==> src/rtl/npu_cmd_responder.sv <==
// Responder for custom-0 NPU instructions: accepts one command, launches the
// matmul/conv engine, waits for completion or timeout, then returns a response.
module npu_cmd_responder #(
    parameter int XLEN           = 64,
    parameter int TIMEOUT_CYCLES = 1024
) (
    input  logic            clk,
    input  logic            rst_n,
    input  logic            cmd_valid,
    output logic            cmd_ready,
    input  logic [31:0]     cmd_instr,
    input  logic [XLEN-1:0] cmd_rs1,
    input  logic [XLEN-1:0] cmd_rs2,
    output logic            npu_start,
    output logic [1:0]      npu_op,
    output logic [XLEN-1:0] npu_arg0,
    output logic [XLEN-1:0] npu_arg1,
    input  logic            npu_done,
    input  logic [XLEN-1:0] npu_result,
    output logic            rsp_valid,
    input  logic            rsp_ready,
    output logic [4:0]      rsp_rd,
    output logic [XLEN-1:0] rsp_data,
    output logic            rsp_error,
    output logic [1:0]      rsp_err_code,
    output logic            busy
);

    localparam int CW = (TIMEOUT_CYCLES > 2) ? $clog2(TIMEOUT_CYCLES) : 1;
    localparam logic [CW-1:0] CNT_LAST = CW'(TIMEOUT_CYCLES - 1);

    localparam logic [1:0] OP_NONE   = 2'b00;
    localparam logic [1:0] OP_MATMUL = 2'b01;
    localparam logic [1:0] OP_CONV   = 2'b10;

    localparam logic [1:0] ERR_NONE    = 2'b00;
    localparam logic [1:0] ERR_ILLEGAL = 2'b01;
    localparam logic [1:0] ERR_TIMEOUT = 2'b10;

    typedef enum logic [1:0] {
        IDLE  = 2'd0,
        START = 2'd1,
        WAIT  = 2'd2,
        RESP  = 2'd3
    } state_t;

    state_t            state_q, state_d;
    logic [1:0]        op_q, op_d;
    logic [4:0]        rd_q, rd_d;
    logic [XLEN-1:0]   arg0_q, arg0_d;
    logic [XLEN-1:0]   arg1_q, arg1_d;
    logic [CW-1:0]     cnt_q, cnt_d;
    logic [XLEN-1:0]   data_q, data_d;
    logic              err_q, err_d;
    logic [1:0]        code_q, code_d;

    logic              cmd_legal;
    logic [1:0]        cmd_mode;
    logic              unused_instr_bits;

    // Only opcode, funct3 and funct7 select the operation; rs1/rs2 fields arrive as values.
    assign unused_instr_bits = ^cmd_instr[24:15];
    assign cmd_legal = (cmd_instr[6:0] == 7'b0001011) && (cmd_instr[14:12] == 3'b000) &&
                       ((cmd_instr[31:25] == 7'b0000001) || (cmd_instr[31:25] == 7'b0000010));
    assign cmd_mode  = (cmd_instr[31:25] == 7'b0000001) ? OP_MATMUL : OP_CONV;

    always_comb begin
        state_d = state_q;
        op_d    = op_q;
        rd_d    = rd_q;
        arg0_d  = arg0_q;
        arg1_d  = arg1_q;
        cnt_d   = cnt_q;
        data_d  = data_q;
        err_d   = err_q;
        code_d  = code_q;
        unique case (state_q)
            IDLE: begin
                if (cmd_valid) begin
                    rd_d   = cmd_instr[11:7];
                    arg0_d = cmd_rs1;
                    arg1_d = cmd_rs2;
                    data_d = '0;
                    if (cmd_legal) begin
                        op_d    = cmd_mode;
                        err_d   = 1'b0;
                        code_d  = ERR_NONE;
                        state_d = START;
                    end else begin
                        op_d    = OP_NONE;
                        err_d   = 1'b1;
                        code_d  = ERR_ILLEGAL;
                        state_d = RESP;
                    end
                end
            end
            START: begin
                cnt_d   = '0;
                state_d = WAIT;
            end
            WAIT: begin
                // A done arriving on the final counted cycle still beats the timeout.
                if (npu_done) begin
                    data_d  = npu_result;
                    err_d   = 1'b0;
                    code_d  = ERR_NONE;
                    state_d = RESP;
                end else if (cnt_q == CNT_LAST) begin
                    data_d  = '0;
                    err_d   = 1'b1;
                    code_d  = ERR_TIMEOUT;
                    state_d = RESP;
                end else begin
                    cnt_d = cnt_q + 1'b1;
                end
            end
            RESP: begin
                if (rsp_ready) begin
                    state_d = IDLE;
                end
            end
            default: state_d = IDLE;
        endcase
    end

    always_ff @(posedge clk or negedge rst_n) begin
        if (!rst_n) begin
            state_q <= IDLE;
            op_q    <= OP_NONE;
            rd_q    <= '0;
            arg0_q  <= '0;
            arg1_q  <= '0;
            cnt_q   <= '0;
            data_q  <= '0;
            err_q   <= 1'b0;
            code_q  <= ERR_NONE;
        end else begin
            state_q <= state_d;
            op_q    <= op_d;
            rd_q    <= rd_d;
            arg0_q  <= arg0_d;
            arg1_q  <= arg1_d;
            cnt_q   <= cnt_d;
            data_q  <= data_d;
            err_q   <= err_d;
            code_q  <= code_d;
        end
    end

    assign cmd_ready    = (state_q == IDLE);
    assign busy         = (state_q != IDLE);
    assign npu_start    = (state_q == START);
    assign npu_op       = ((state_q == START) || (state_q == WAIT)) ? op_q : OP_NONE;
    assign npu_arg0     = arg0_q;
    assign npu_arg1     = arg1_q;
    assign rsp_valid    = (state_q == RESP);
    assign rsp_rd       = rd_q;
    assign rsp_data     = data_q;
    assign rsp_error    = err_q;
    assign rsp_err_code = code_q;

endmodule

==> config.mk <==
export PLATFORM = sky130hd
export DESIGN_NAME = npu_cmd_responder
export DESIGN_NICKNAME = d
export VERILOG_FILES = /design/src/rtl/npu_cmd_responder.sv
export SDC_FILE = /design/constraint.sdc
export NUM_CORES = 1
export LEC_CHECK = 0
export ABC_AREA = 1
export BUFFER_PORTS_ARGS = -buffer_cell sky130_fd_sc_hd__buf_2
export CORE_AREA = 2 2 169 171
export CTS_CLUSTER_SIZE = 24
export DETAILED_ROUTE_END_ITERATION = 10
export DIE_AREA = 0 0 171 173
export GPL_TIMING_DRIVEN = 0
export SLEW_MARGIN = 40
export SYNTH_ARGS = -nofsm -noshare
export SYNTH_HDL_FRONTEND = slang
export SYNTH_SLANG_ARGS = --single-unit
==> constraint.sdc <==
create_clock -name clk -period 2 [get_ports clk]
set_clock_uncertainty 0.2 [all_clocks]
set_input_delay 0.5 -clock clk [delete_from_list [all_inputs] [get_ports clk]]
set_output_delay 0.5 -clock clk [all_outputs]
set_load 0.03 [all_outputs]
==> results of run 1 <==
[path summary, 6_finish.rpt]
check                       startpoint           end  slack (ps)  cells after the start
min in group asynchronous        rst_n  npu_arg0[29]         230                      2
setup / recovery            state_q[1]     npu_op[0]        -170                      5
setup reg to reg            state_q[0]  rsp_data[42]          80                     11
max in group asynchronous        rst_n  rsp_data[41]         430                      4
hold reg to reg            npu_arg1[5]   npu_arg1[5]         270                      2
hold / removal             cmd_rs1[56]  npu_arg0[56]          20                      3
[power groups by stage]
stage,clock network (mW),logic [mW],registers [mW]
6_report,4.69,12.2,7.38
4_1_cts,4.81,11.7,7.35
5_1_grt,5.02,13.1,7.59
2_1_floorplan,0,3.52,11.1
3_3_place_gp,0,11.0,7.35
3_5_place_dp,0,11.1,7.37
[timing repair]
| action | 4_1_cts | 5_1_grt |
|---|---|---|
| setup endpoints to repair | 208 | 152 |
| cloned | 0 | 2 |
| hold buffers | 132 | 0 |
| gates resized for setup | 50 | 62 |
| pin swaps | 3 | 5 |
| setup buffers | 7 | 9 |
| endpoints found under the hold margin | 223 | 0 |
[cell usage in the layout (no fill, tap or decap), types with 2 or more instances in the layout]
master / synthesis / layout
buf_16: 0 / 3
inv_4: 0 / 3
nand3_1: 15 / 15
buf_12: 0 / 2
clkinv_2: 0 / 6
inv_2: 3 / 6
clkbuf_8: 0 / 5
buf_8: 0 / 4
dlygate4sd3_1: 0 / 132
bufinv_16: 0 / 3
clkbuf_4: 0 / 9
nor3_1: 2 / 2
clkbuf_2: 0 / 8
clkbuf_1: 31 / 16
or2_2: 3 / 3
o21ai_2: 6 / 13
buf_6: 7 / 14
nand2_2: 2 / 5
buf_4: 1 / 18
nor2_4: 1 / 3
nand2_4: 1 / 2
a21oi_1: 3 / 2
inv_1: 24 / 17
o21ai_1: 55 / 51
nand2_1: 572 / 567
buf_2: 11 / 426
nor2_1: 15 / 15
o21ai_0: 16 / 13
ha_4: 0 / 2
ha_1: 5 / 3
dfrtp_1: 214 / 214
clkbuf_16: 0 / 26
[worst max-delay path, cell delays in order, from the launching register on]
cell,delay [ps]
dfrtp_1,370
inv_2,60
ha_4,290
nand2_4,50
inv_2,50
buf_6,130
[per-stage QoR]
step / setup TNS [ps] / utilization
5_1_grt: -1605 / 0.5024
3_5_place_dp: -57560 / 0.4089
3_3_place_gp: -829700 / 0.4056
6_report: -582.9 / 0.5025
2_1_floorplan: -482.3 / -
4_1_cts: -693.0 / 0.4937
[Yosys cell counts]
library cell	number	area [sq um]
a21o_1	1	7.510
a21oi_1	3	15.01
a22o_1	1	8.760
buf_1	1	3.750
buf_2	11	55.05
buf_4	1	7.510
buf_6	7	78.83
clkbuf_1	31	116.4
dfrtp_1	214	5355
ha_1	5	62.56
inv_1	24	90.09
inv_2	3	11.26
nand2_1	572	2147
nand2_2	2	12.51
nand2_4	1	11.26
nand3_1	15	75.07
nand3_2	1	10.01
nand3b_1	1	7.510
nor2_1	15	56.30
nor2_2	2	12.51
nor2_4	1	11.26
nor3_1	2	10.01
o21ai_0	16	80.08
o21ai_1	55	275.3
o21ai_2	6	52.55
o21bai_1	1	7.510
or2_2	3	18.77
xnor2_1	1	8.760
[routing by layer]
metal | track usage | wire, microns
met1 | 0.2286 | 11800
met2 | 0.3642 | 15470
met3 | 0.04921 | 2541
met4 | 0.06144 | 762
met5 | 0 | 16
[final cells by class]
type | count | area (sq um)
diodes | 1 | 2.502
multi-input cells | 704 | 2987
well taps | 378 | 473.0
flip-flops and latches | 214 | 5355
plain buffers | 51 | 364.1
repair buffers | 577 | 3739
clock inverters | 11 | 136.4
fillers | 2594 | 13750
clock buffers | 35 | 713.2
inverters | 27 | 113.9
[logic make-up after synthesis]
family / count (synthesis)
AND/OR/NAND/NOR: 615
buffers and inverters: 78
XOR/XNOR: 1
flip-flops: 214
adder cells (fa/ha/maj): 5
AO/OA/AOI/OAI: 83
[state kept, by name, indices dropped and copies added, names as in the netlist]
name,cells
cnt_q,10
rsp_error,1
npu_arg1,64
state_q,2
rsp_err_code,2
npu_arg0,64
rsp_data,64
op_q,2
rsp_rd,5
==> results.py, run 1 <==
metrics = {
    "route": {
        "post_drt_wl_per_cell_microns": 15.31,
        "drtAntennaViolNets": 0,
        "routed_wl_microns": 30600,
        "vias": 8875,
        "firstDrtPassIters": 5,
        "drc_errors": 0,
        "drtIter0Drc": 381,
        "via_per_inst": 4.442,
    },
    "synth": {
        "synth_mux_area_frac": 0,
        "synth_fa_ha_area_frac": 0.007267,
        "syn_area_per_cell_sq_um": 8.643,
        "ys_warn_count": 0,
        "synth.distinct_cells": 28,
        "yosys_register_bits": 214,
        "synth-xor-area-share": 0.001017,
        "syn_inst": 996,
        "synth_compound_area_frac": 0.05189,
        "synth_top_family_by_area": "simple AND/OR/NAND/NOR gates",
        "yosysSeqAreaShare": 0.6221,
        "synth_nets": 1230,
        "syn_area_sq_mm": 0.008608,
        "synth-simple-area-share": 0.2756,
    },
    "clock_tree": {
        "numCtsBuffers": 25,
        "htreeDepth": 1,
        "cts_tree": "yes",
        "cts.path.max_buffers": 3,
        "clk_latency_ps": 530,
        "cts-root-buf": "clkbuf_16",
        "cts.sinks": 214,
        "path_clk_slew_ps": 60,
    },
    "die": {
        "die_h_microns": 173,
        "die_width_microns": 171,
        "core_area_sq_mm": 0.02763,
        "initial_core_util": 0.3116,
        "die-area_sq_mm": 0.02958,
        "rows": 61,
        "ios": 435,
    },
    "power": {
        "power_leakage_nw": 7.656,
        "ir_drop_mv": 0.9334,
        "switching_share": 0.4649,
        "internal_power_mw": 12.97,
        "pwr_density_cell_mw_per_mm2": 1746,
        "seqPwrFrac": 0.305,
        "power_switching_mw": 11.27,
        "combinationalPowerShare": 0.502,
        "p_clk_frac": 0.194,
        "power_mw": 24.24,
    },
    "place": {
        "dpl.hpwl_microns": 21610,
        "post-place-ws_ps": -550.8,
        "gp_congestion": 0.7975,
        "dp.cells": 1801,
        "dpl_cell_area_sq_mm": 0.01130,
        "io_buffer_count": 424,
    },
    "timing": {
        "fmax_ghz": 0.4607,
        "hold_viol": 0,
        "min_period_ps": 2170,
        "rsz0062_at_grt": "yes",
        "finalCritPeriodShare": 1.085,
        "drv_slew": 0,
        "fin_ws_ps": -170.5,
        "whs_ps": 23.85,
        "slew_headroom": 0.6497,
        "tightest_slew_ps": 525.4,
        "setup_viol": 6,
    },
    "setup_path": {
        "cp-start-kind": "flip-flop",
        "crit_type": "flip-flop to output port",
        "crit_arrival_ps": 1470,
        "crit_required_ps": 1300,
        "cp_max_fo": 3,
        "cp-end-kind": "output port",
    },
    "run_status": {
        "status": "finished, violations left",
        "violations": "negative setup slack",
    },
    "global_routing": {
        "grt_pass1_vias": 9012,
        "overflow": 0,
        "grt_first_pass_wirelength_microns": 47360,
        "antenna_found_initial": 2,
        "grt_max_degree": 73,
        "grt_use_total": 0.2001,
    },
    "min_path": {
        "min_path_type": "input pin to flip-flop",
    },
    "final_layout": {
        "final_nets": 1834,
        "area_growth_pct": 61.28,
        "design_area_sq_mm": 0.01388,
        "drive_above_1_share": 0.3502,
        "final_cells": 1998,
    },
    "run": {
        "maxCapViolations": 0,
    },
}
No activity file was read; power rests on OpenSTA's default activity.
==> inputs of run 2 (changes only) <==
--- a/config.mk
+++ b/config.mk
@@ -8,6 +8,7 @@
 export ABC_AREA = 1
 export BUFFER_PORTS_ARGS = -buffer_cell sky130_fd_sc_hd__buf_2
 export CORE_AREA = 2 2 169 171
+export CTS_BUF_LIST = sky130_fd_sc_hd__clkbuf_2 sky130_fd_sc_hd__clkbuf_4 sky130_fd_sc_hd__clkbuf_8
 export CTS_CLUSTER_SIZE = 24
 export DETAILED_ROUTE_END_ITERATION = 10
 export DIE_AREA = 0 0 171 173
==> run 2 against run 1 <==
The flow still finishes with violations (negative setup slack); total power down 0.45%; sequential power about the same; cell count increased by 1.7%; critical path depth unchanged; hold slack improved by 13 ps; maximum frequency grew 0.65%; combinational power barely moved; wire length increased by 2.7%; sequential share of layout area fell by 0.40 points; design area rose by 1.0%; setup slack better by 14 ps.
==> results.py, run 2 (synthesis results as in run 1) <==
metrics = {
    "run_status": {
        "status": "finished, violations left",
        "violations": "negative setup slack",
    },
    "die": {
        "initial_core_util": 0.3116,
        "die-area_sq_mm": 0.02958,
        "die_width_microns": 171,
        "die_h_microns": 173,
        "core_area_sq_mm": 0.02763,
        "ios": 435,
        "rows": 61,
    },
    "clock_tree": {
        "clk_latency_ps": 510,
        "numCtsBuffers": 38,
        "cts.sinks": 214,
        "cts.path.max_buffers": 3,
        "cts_tree": "yes",
        "cts-root-buf": "clkbuf_8",
        "htreeDepth": 2,
        "path_clk_slew_ps": 60,
    },
    "timing": {
        "setup_viol": 6,
        "drv_slew": 0,
        "hold_viol": 0,
        "slew_headroom": 0.6553,
        "rsz0062_at_grt": "yes",
        "fin_ws_ps": -156.5,
        "min_period_ps": 2156,
        "setup_tns_ps": -527.8,
        "finalCritPeriodShare": 1.078,
        "fmax_ghz": 0.4637,
        "tightest_slew_ps": 517.0,
    },
    "final_layout": {
        "area_growth_pct": 62.97,
        "design_area_sq_mm": 0.01403,
        "drive_above_1_share": 0.3587,
        "mostFrequentLayoutCells": "nand2_1 (565), buf_2 (426), dfrtp_1 (214)",
        "final_nets": 1863,
        "final_common_cell": "nand2_1",
        "final_cells": 2032,
    },
    "place": {
        "io_buffer_count": 424,
        "dpl.hpwl_microns": 21610,
        "post-place-ws_ps": -550.8,
        "gp_congestion": 0.7975,
        "dp.cells": 1801,
        "dpl_cell_area_sq_mm": 0.01130,
    },
    "global_routing": {
        "grt_first_pass_wirelength_microns": 48630,
        "antenna_found_initial": 2,
        "grt_max_degree": 73,
        "grt_pass1_vias": 9364,
        "overflow": 0,
        "grt_use_total": 0.2069,
    },
    "setup_path": {
        "cp-start-kind": "flip-flop",
        "crit_arrival_ps": 1460,
        "crit_required_ps": 1300,
        "cp-end-kind": "output port",
        "crit_type": "flip-flop to output port",
        "cp_max_fo": 3,
    },
    "route": {
        "vias": 9028,
        "via_per_inst": 4.443,
        "drtAntennaViolNets": 0,
        "firstDrtPassIters": 5,
        "drtIter0Drc": 405,
        "post_drt_wl_per_cell_microns": 15.47,
        "routed_wl_microns": 31430,
        "drc_errors": 0,
    },
    "run": {
        "maxCapViolations": 0,
    },
    "power": {
        "pwr_density_cell_mw_per_mm2": 1720,
        "ir_drop_mv": 0.9330,
        "power_leakage_nw": 7.762,
    },
    "min_path": {
        "min_path_type": "input pin to flip-flop",
    },
}
[run 2: worst paths after layout]
check                               end  slack (ps)  cells after the start            from
setup / recovery              npu_op[0]        -160                      5      state_q[0]
hold / removal             rsp_data[45]          40                      3  npu_result[45]
setup reg to reg            rsp_data[2]          60                     10      state_q[0]
hold reg to reg            npu_arg0[16]         270                      2    npu_arg0[16]
max in group asynchronous  rsp_data[46]         430                      4           rst_n
min in group asynchronous  npu_arg0[29]         240                      2           rst_n
[run 2: critical path: stages, from the launching register on]
cell and delay [ps]:
dfrtp_1 360, inv_2 60, ha_4 280, nand2_2 50, inv_2 60, buf_6 130
[run 2: repair_timing]
action / 4_1_cts / 5_1_grt
setup buffers: 11 / 8
hold buffers: 145 / 0
cloned: 3 / 2
endpoints found under the hold margin: 285 / 0
setup endpoints to repair: 209 / 201
resized for setup: 54 / 55
pin swaps: 3 / 7
[run 2: where the power goes]
group	switching (mW)	total, mW	internal (mW)	leakage (nW)
logic	8.41	12.5	4.12	4.58
clock network	1.77	4.21	2.43	0.421
registers	1.10	7.38	6.28	2.76
total	11.3	24.1	12.8	7.76
[run 2: area by class of cell]
type / count / area, sq um
Timing Repair Buffer: 596 / 3999
Tap cell: 378 / 473.0
Sequential cell: 214 / 5355
Buffer: 48 / 321.6
Fill cell: 2561 / 13600
Antenna cell: 1 / 2.502
Inverter: 27 / 108.9
Clock inverter: 1 / 5.005
Multi-Input combinational cell: 704 / 2984
Clock buffer: 63 / 779.5
[run 2: per-layer routing]
metal	up-vias	track usage	part of all wire
li1	4349	-	-
met1	4184	0.2287	0.38
met2	423	0.3698	0.50
met3	70	0.05974	0.084
met4	2	0.08298	0.036
met5	-	0	0.00038
[run 2: metrics by stage]
| step | hold WS [ps] | utilization | power, mW |
|---|---|---|---|
| after detailed placement | 186.1 | 0.4089 | 18.50 |
| after global routing | 5.135 | 0.5077 | 25.63 |
| final | 36.76 | 0.5077 | 24.13 |
| after floorplan | 4.409 | - | 14.65 |
| after global placement | 257.3 | 0.4056 | 18.36 |
| after CTS | 0.3740 | 0.5022 | 23.95 |
